### src/rtl/proj_pkg.sv
// Shared types and default sizing for the bottom-K MinHash selector.
//   HASHER_EXTENDER_INDICES_COUNT : entries kept per set (default K)
//   HASHER_SORTER_SIGNATURE       : signature width (default SIG_W)
//   SORTER_INDICE_LEN             : element index width (default IDX_W)
//   sorter_entry_t                : one slot {occ, signature, index} at default widths
//   sorter_state_e                : selector FSM states
package proj_pkg;

  localparam int HASHER_EXTENDER_INDICES_COUNT = 16;
  localparam int HASHER_SORTER_SIGNATURE       = 32;
  localparam int SORTER_INDICE_LEN             = 8;

  typedef struct packed {
    logic                               occ;
    logic [HASHER_SORTER_SIGNATURE-1:0] signature;
    logic [SORTER_INDICE_LEN-1:0]       index;
  } sorter_entry_t;

  typedef enum logic {
    ACCUM = 1'b0,
    DRAIN = 1'b1
  } sorter_state_e;

endpackage

### src/rtl/proj_sorter_cell.sv
// One slot of the sorted entry array.
// Holds {occ, signature, index} and decides its own next value from the
// incoming beat and its neighbours:
//   clk, rst_n         : clock, asynchronous active-low reset
//   ins_en_i           : a beat is being inserted into the array this cycle
//   shift_dn_i         : drain handshake, take the upper neighbour's entry
//   clr_i              : end of set, drop occupancy
//   new_sig_i/new_idx_i: incoming beat
//   lower_*_i          : slot below (index i-1); lower_gt_i=0 for slot 0
//   upper_*_i          : slot above (index i+1); unoccupied for slot K-1
//   gt_o               : this slot is free or holds a larger signature
//   match_o            : this slot is occupied with an equal signature
//   occ_o/sig_o/idx_o  : current slot contents
module proj_sorter_cell #(
  parameter int SIG_W = 32,
  parameter int IDX_W = 8
) (
  input  logic             clk,
  input  logic             rst_n,
  input  logic             ins_en_i,
  input  logic             shift_dn_i,
  input  logic             clr_i,
  input  logic [SIG_W-1:0] new_sig_i,
  input  logic [IDX_W-1:0] new_idx_i,
  input  logic             lower_gt_i,
  input  logic             lower_occ_i,
  input  logic [SIG_W-1:0] lower_sig_i,
  input  logic [IDX_W-1:0] lower_idx_i,
  input  logic             upper_occ_i,
  input  logic [SIG_W-1:0] upper_sig_i,
  input  logic [IDX_W-1:0] upper_idx_i,
  output logic             gt_o,
  output logic             match_o,
  output logic             occ_o,
  output logic [SIG_W-1:0] sig_o,
  output logic [IDX_W-1:0] idx_o
);

  logic             occ_q, occ_d;
  logic [SIG_W-1:0] sig_q, sig_d;
  logic [IDX_W-1:0] idx_q, idx_d;
  logic             insert_here;
  logic             shift_up;

  // Strict '>' keeps an existing equal entry ahead of the new beat. Because
  // the array is sorted with occupied slots contiguous, gt is monotonic in
  // slot index: false below the insert point, true from it upward.
  assign gt_o    = !occ_q || (sig_q > new_sig_i);
  assign match_o = occ_q && (sig_q == new_sig_i);

  // The first slot whose gt is set takes the beat; every slot above it
  // inherits its lower neighbour's entry.
  assign insert_here = ins_en_i && gt_o && !lower_gt_i;
  assign shift_up    = ins_en_i && lower_gt_i;

  always_comb begin
    occ_d = occ_q;
    sig_d = sig_q;
    idx_d = idx_q;
    if (clr_i) begin
      occ_d = 1'b0;
    end else if (shift_dn_i) begin
      occ_d = upper_occ_i;
      sig_d = upper_sig_i;
      idx_d = upper_idx_i;
    end else if (shift_up) begin
      occ_d = lower_occ_i;
      sig_d = lower_sig_i;
      idx_d = lower_idx_i;
    end else if (insert_here) begin
      occ_d = 1'b1;
      sig_d = new_sig_i;
      idx_d = new_idx_i;
    end
  end

  always_ff @(posedge clk or negedge rst_n) begin
    if (!rst_n) begin
      occ_q <= 1'b0;
      sig_q <= '0;
      idx_q <= '0;
    end else begin
      occ_q <= occ_d;
      sig_q <= sig_d;
      idx_q <= idx_d;
    end
  end

  assign occ_o = occ_q;
  assign sig_o = sig_q;
  assign idx_o = idx_q;

endmodule

### src/rtl/proj_bottomk_stream_sorter.sv
// Streaming bottom-K MinHash selector.
// Accepts (signature, index) beats, keeps the K smallest signatures of the
// current set in ascending order and, after the set's last beat, drains them
// smallest-first over a back-pressured output port.
//   in_clk, in_rst_n          : clock, asynchronous active-low reset
//   in_valid/in_ready         : input handshake (ready only while accumulating)
//   in_signature/index/last   : input beat, in_last marks the end of the set
//   out_valid/out_ready       : output handshake (valid only while draining)
//   out_signature/index/last  : smallest remaining entry, out_last on the final one
//   out_count                 : entries still held while draining, 0 otherwise
module proj_bottomk_stream_sorter
  import proj_pkg::*;
#(
  parameter int K     = HASHER_EXTENDER_INDICES_COUNT,
  parameter int SIG_W = HASHER_SORTER_SIGNATURE,
  parameter int IDX_W = SORTER_INDICE_LEN,
  parameter int DEDUP = 1
) (
  input  logic                     in_clk,
  input  logic                     in_rst_n,
  input  logic                     in_valid,
  output logic                     in_ready,
  input  logic [SIG_W-1:0]         in_signature,
  input  logic [IDX_W-1:0]         in_index,
  input  logic                     in_last,
  output logic                     out_valid,
  input  logic                     out_ready,
  output logic [SIG_W-1:0]         out_signature,
  output logic [IDX_W-1:0]         out_index,
  output logic                     out_last,
  output logic [$clog2(K+1)-1:0]   out_count
);

  localparam int CW = $clog2(K+1);

  sorter_state_e state_q, state_d;
  logic [CW-1:0] count_q, count_d;

  logic [K-1:0]     gt;
  logic [K-1:0]     match;
  logic [K-1:0]     occ;
  logic [SIG_W-1:0] sig [K];
  logic [IDX_W-1:0] idx [K];

  logic [K-1:0]     lower_gt;
  logic [K-1:0]     lower_occ;
  logic [SIG_W-1:0] lower_sig [K];
  logic [IDX_W-1:0] lower_idx [K];
  logic [K-1:0]     upper_occ;
  logic [SIG_W-1:0] upper_sig [K];
  logic [IDX_W-1:0] upper_idx [K];

  logic in_fire;
  logic out_fire;
  logic dup_drop;
  logic ins_en;
  logic drain_done;

  assign in_fire    = in_valid && in_ready;
  assign out_fire   = out_valid && out_ready;
  assign dup_drop   = (DEDUP != 0) && (|match);
  assign ins_en     = in_fire && !dup_drop;
  assign drain_done = out_fire && out_last;

  // ---------------------------------------------------------------- slots
  genvar gi;
  generate
    for (gi = 0; gi < K; gi++) begin : g_slot
      if (gi == 0) begin : g_bottom
        assign lower_gt[gi]  = 1'b0;
        assign lower_occ[gi] = 1'b0;
        assign lower_sig[gi] = '0;
        assign lower_idx[gi] = '0;
      end else begin : g_lower
        assign lower_gt[gi]  = gt[gi-1];
        assign lower_occ[gi] = occ[gi-1];
        assign lower_sig[gi] = sig[gi-1];
        assign lower_idx[gi] = idx[gi-1];
      end

      // The top slot refills with an empty entry when the array drains down.
      if (gi == K-1) begin : g_top
        assign upper_occ[gi] = 1'b0;
        assign upper_sig[gi] = '0;
        assign upper_idx[gi] = '0;
      end else begin : g_upper
        assign upper_occ[gi] = occ[gi+1];
        assign upper_sig[gi] = sig[gi+1];
        assign upper_idx[gi] = idx[gi+1];
      end

      proj_sorter_cell #(
        .SIG_W (SIG_W),
        .IDX_W (IDX_W)
      ) u_cell (
        .clk         (in_clk),
        .rst_n       (in_rst_n),
        .ins_en_i    (ins_en),
        .shift_dn_i  (out_fire),
        .clr_i       (drain_done),
        .new_sig_i   (in_signature),
        .new_idx_i   (in_index),
        .lower_gt_i  (lower_gt[gi]),
        .lower_occ_i (lower_occ[gi]),
        .lower_sig_i (lower_sig[gi]),
        .lower_idx_i (lower_idx[gi]),
        .upper_occ_i (upper_occ[gi]),
        .upper_sig_i (upper_sig[gi]),
        .upper_idx_i (upper_idx[gi]),
        .gt_o        (gt[gi]),
        .match_o     (match[gi]),
        .occ_o       (occ[gi]),
        .sig_o       (sig[gi]),
        .idx_o       (idx[gi])
      );
    end
  endgenerate

  // ---------------------------------------------------------------- count
  // gt of the top slot is set exactly when the beat lands somewhere in the
  // array; a full array stays full because slot K-1 is discarded.
  always_comb begin
    count_d = count_q;
    if (drain_done) begin
      count_d = '0;
    end else if (out_fire) begin
      count_d = count_q - CW'(1);
    end else if (ins_en && gt[K-1] && (count_q != CW'(K))) begin
      count_d = count_q + CW'(1);
    end
  end

  always_ff @(posedge in_clk or negedge in_rst_n) begin
    if (!in_rst_n) begin
      count_q <= '0;
    end else begin
      count_q <= count_d;
    end
  end

  // ---------------------------------------------------------------- FSM
  always_ff @(posedge in_clk or negedge in_rst_n) begin
    if (!in_rst_n) begin
      state_q <= ACCUM;
    end else begin
      state_q <= state_d;
    end
  end

  always_comb begin
    state_d = state_q;
    case (state_q)
      ACCUM:   if (in_fire && in_last) state_d = DRAIN;
      DRAIN:   if (drain_done)         state_d = ACCUM;
      default: state_d = ACCUM;
    endcase
  end

  // Outputs decode only from state and slot registers; the data fields are
  // forced to zero outside DRAIN so nothing leaks while accumulating.
  always_comb begin
    in_ready      = (state_q == ACCUM);
    out_valid     = (state_q == DRAIN);
    out_last      = 1'b0;
    out_count     = '0;
    out_signature = '0;
    out_index     = '0;
    if (state_q == DRAIN) begin
      out_last      = (count_q == CW'(1));
      out_count     = count_q;
      out_signature = sig[0];
      out_index     = idx[0];
    end
  end

endmodule

### config.mk
export PLATFORM = sky130hd
export DESIGN_NAME = proj_bottomk_stream_sorter
export DESIGN_NICKNAME = d
export VERILOG_FILES = /design/src/rtl/proj_pkg.sv /design/src/rtl/proj_sorter_cell.sv /design/src/rtl/proj_bottomk_stream_sorter.sv
export SDC_FILE = /design/constraint.sdc
export NUM_CORES = 2
export LEC_CHECK = 0
export ABC_AREA = 1
export CAP_MARGIN = 20
export CORE_AREA = 2 2 335 337
export CTS_BUF_LIST = sky130_fd_sc_hd__clkbuf_4 sky130_fd_sc_hd__clkbuf_8 sky130_fd_sc_hd__clkbuf_16
export DETAILED_ROUTE_END_ITERATION = 10
export DIE_AREA = 0 0 337 339
export DONT_BUFFER_PORTS = 1
export PLACE_DENSITY = 0.66
export SYNTH_ARGS = -nofsm -noshare
export SYNTH_HDL_FRONTEND = slang
export SYNTH_SLANG_ARGS = --single-unit
export TNS_END_PERCENT = 30
### constraint.sdc
create_clock -name in_clk -period 2.1 [get_ports in_clk]
set_input_delay 0.525 -clock in_clk [delete_from_list [all_inputs] [get_ports in_clk]]
set_output_delay 0.525 -clock in_clk [all_outputs]
set_load 0.03 [all_outputs]
==> summary.md <==
| Metric | Value |
|---|---|
| Min Tclk post-route | 2.899 ns |
| Sequential fraction of the synthesis area | 30.72% |
| # IOs | 93 |
| Die height | 339 um |
| CTS tree | done |
| Via/cell ratio | 5.321 |
| Largest net degree at the start of global routing | 663 |
| Port Buf Inserts | 0 |
| CP Buf/Inv Count | 4 |
| R2R Path Start | g_slot[14].u_cell.sig_o[27] |
| Root Buffer | clkbuf_16 |
| TritonRoute pass-1 iters | 6 |
| First-pass GRT wire length | 287000 um |
| Crit Path Class | reg2reg |
| Most common cell after layout, fill and taps aside | nand2_1 |
| Crit path cell chain | ha_4 -> nand2_2 -> nor2_2 -> nand2_2 -> nor2_4 -> nand2_4 -> nand2_4 -> nor2_4 -> nand3_4 -> nor2_4 -> buf_12 -> buf_12 -> nand2_8 -> nand3_4 -> nand2_8 -> clkinv_8 -> clkbuf_16 -> nand2_2 -> nand2_1 |
| Row count | 122 |
| P&R area growth vs syn | 33.02% |
| Share of layout cells above drive strength 1 | 19.50% |
| Tcrit/Tclk final | 138.1% |
| Finish-stage setup viols | 702 |
| Worst Hold Class | in2async |
| Crit path max-delay family | simple AND/OR/NAND/NOR gates |
| Lkg Pwr | 0.03957 uW |
| Worst-Skew Late Latency | 0.67 ns |
| Critical-path maximum fanout | 8 |
| Register Area | 16570 um2 |
| Reg2reg path depth | 19 |
| Fin Hold WS | -0.3963 ns |
| Fillers | 9489 |
| Failing checks | negative hold slack, max-slew violations, negative setup slack |
| Slew HR | -63.80% |
| Finished Core Util | 64.99% |
| Via Count | 57850 |
| Pwr per Cell Area | 1458 nW/um2 |
| DRT Wirelength | 185900 um |
| Starting Density | 48.86% |
| Fin. Hold Viols | 344 |
| Initial detailed-routing violation count | 4594 |
| Max-Cap Viols | 0 |
| CTS max path bufs | 3 |
| Total CTS buffers | 84 |
| # nets final | 9880 |
| Die width | 337 um |
| Achievable frequency | 344.9 MHz |
| H-tree depth | 3 |
| Netlist cell types | 37 |
| Core outline area | 110400 um2 |
| Critical path arrival | 3.45 ns |
| Status | finished, violations left |
| Reg-to-reg slack, setup | -0.80 ns |
| Levels on crit path | 19 |
| Syn. warnings | 0 |
| Number of synthesized flops with an enable pin | 0 |
| Syn_nets | 9166 |
| Die ar. | 114200 um2 |
| Slowest CP cell | dfrtp_1 |
| Tot GR Track Use | 30.48% |
| Worst EP required | 2.65 ns |
| DP Wirelength | 122400 um |
| Final Max Tran Viols | 554 |
| Initial antenna violation count | 1 |
| Crit end category | flip-flop |
| Startpoint Class | flip-flop |
| Antenna-violating nets left | 0 |
| Synth Flop Type | dfrtp_1 |
| Final GP Congestion | 0.8934 |
| Remaining Overflow, GRT | 0 |
| Clock skew | 0.02012 ns |
| Clock sink total | 662 |
| Multi-input logic area | 35520 um2 |
| Number of synthesized register bits | 662 |
| Hold_buf cts | 1 |
| RSZ-0062 raised after global routing | true |
| Vias in the first global route | 56080 |
| WL per Instance | 17.10 um |
| Remaining DRCs | 0 |
| Mean Syn Cell Area | 6.266 um2 |
| Final setup margin | -0.7994 ns |
| Worst-margin pin slew | 2.457 ns |
| Cell count after synthesis | 8605 |
| Mapped Area | 53920 um2 |
| Clk slew on worst S/H paths | 0.06 ns |
| Commonest non-fill, non-tap cells in the layout | nand2_1, nand3_1, buf_4 |
| Peak supply drop | 0.9441 mV |
| Reg2reg end | g_slot[13].u_cell.idx_o[3] |
| Post-route setup TNS | -451.99 ns |
| Antenna Cells | 0 |
| CP peak stage delay | 0.42 ns |
| Asr flop ratio synth | 100.0% |
==> cell type report <==
class / instances / share of cell area [%]
multi-input combinational: 6687 / 49.52
clock buffer: 137 / 3.825
inverter: 743 / 4.038
clock inverter: 14 / 0.1326
timing repair buffer: 1141 / 16.79
tap: 1488 / 2.596
sequential: 662 / 23.10
==> metal layers <==
layer / global-route usage (%) / vias up / wire, um
li1: - / 28770 / -
met1: 38.75 / 26780 / 77180
met2: 53.37 / 1871 / 90250
met3: 3.221 / 432 / 10340
met4: 10.63 / 2 / 8081
met5: 0 / - / 13
==> worst register-to-register path: cells and delay by family, from the launching register on <==
family / cells / cell delay, ns
simple gates: 14 / 1.45
buf+inv: 4 / 0.63
fa+ha+maj: 1 / 0.29
flops: 1 / 0.42
==> power by group <==
part	switching, uW	internal [uW]	leakage (uW)
sequential	4100	18800	0.00829
clock	6090	9000	0.00145
combinational	38300	28300	0.0298
==> cell usage after synthesis, types with 8 or more instances <==
| cell | instances | area [um2] |
|---|---|---|
| inv_1 | 737 | 2766 |
| o21a_1 | 26 | 195.2 |
| dfrtp_1 | 662 | 16570 |
| buf_1 | 41 | 153.9 |
| o21ai_0 | 179 | 895.9 |
| o211ai_1 | 8 | 60.06 |
| nand2_1 | 4128 | 15490 |
| clkbuf_1 | 283 | 1062 |
| nor2_1 | 205 | 769.5 |
| buf_2 | 147 | 735.7 |
| buf_6 | 37 | 416.7 |
| a21oi_1 | 256 | 1281 |
| ha_1 | 516 | 6456 |
| nand4_1 | 14 | 87.58 |
| o22ai_1 | 18 | 112.6 |
| a211oi_1 | 8 | 60.06 |
| nand3_1 | 1287 | 6441 |
==> worst max path at each step <==
stage | startpoint | end | slack, ns
after floorplan | in_signature[31] | g_slot[5].u_cell.idx_o[0] | -0.68
after global placement | in_signature[25] | g_slot[1].u_cell.sig_o[13] | -1.56
after detailed placement | in_signature[27] | g_slot[4].u_cell.sig_o[0] | -1.60
after CTS | g_slot[15].u_cell.sig_o[31] | g_slot[12].u_cell.idx_o[1] | -0.70
after global routing | g_slot[1].u_cell.sig_o[22] | g_slot[9].u_cell.sig_o[29] | -0.86
final | g_slot[14].u_cell.sig_o[27] | g_slot[13].u_cell.idx_o[3] | -0.80
==> cell families (layout without fill, tap and decap cells) <==
family                   Yosys count  in the layout  synth area share [%]
AO/OA/AOI/OAI                    512            512                 5.049
AND/OR/NAND/NOR                 5655           5655                 42.56
flip-flops                       662            662                 30.72
adder cells (fa/ha/maj)          516            516                 11.97
buffers and inverters           1256           2035                 9.634
XOR/XNOR                           4              4               0.06498
==> state kept, by name, indices dropped and copies added, names as in the netlist <==
name	count
count_q	5
g_slot.u_cell.idx_o	128
g_slot.u_cell.occ_o	16
g_slot.u_cell.sig_o	512
out_valid	1
==> metrics by stage <==
| step | setup WS, ns | cells | area [um2] | power (uW) |
|---|---|---|---|---|
| after floorplan | -0.6797 | 8605 | 55470 | 57770 |
| after global placement | -1.556 | 10580 | 63760 | 78150 |
| after detailed placement | -1.599 | 10580 | 63760 | 80200 |
| after CTS | -0.6986 | 10820 | 69090 | 99750 |
| after global routing | -0.8560 | 10870 | 71730 | 112900 |
| final | -0.7994 | 10870 | 71730 | 104600 |
==> repair_timing <==
item                       4_1_cts  5_1_grt
cloned                          31       37
resized for setup              324      366
setup endpoints to repair      707      703
buffers inserted                50       26
pin swaps                       98      135
hold endpoints to repair       663      662
Note: power is estimated with default switching activity, not from simulation.
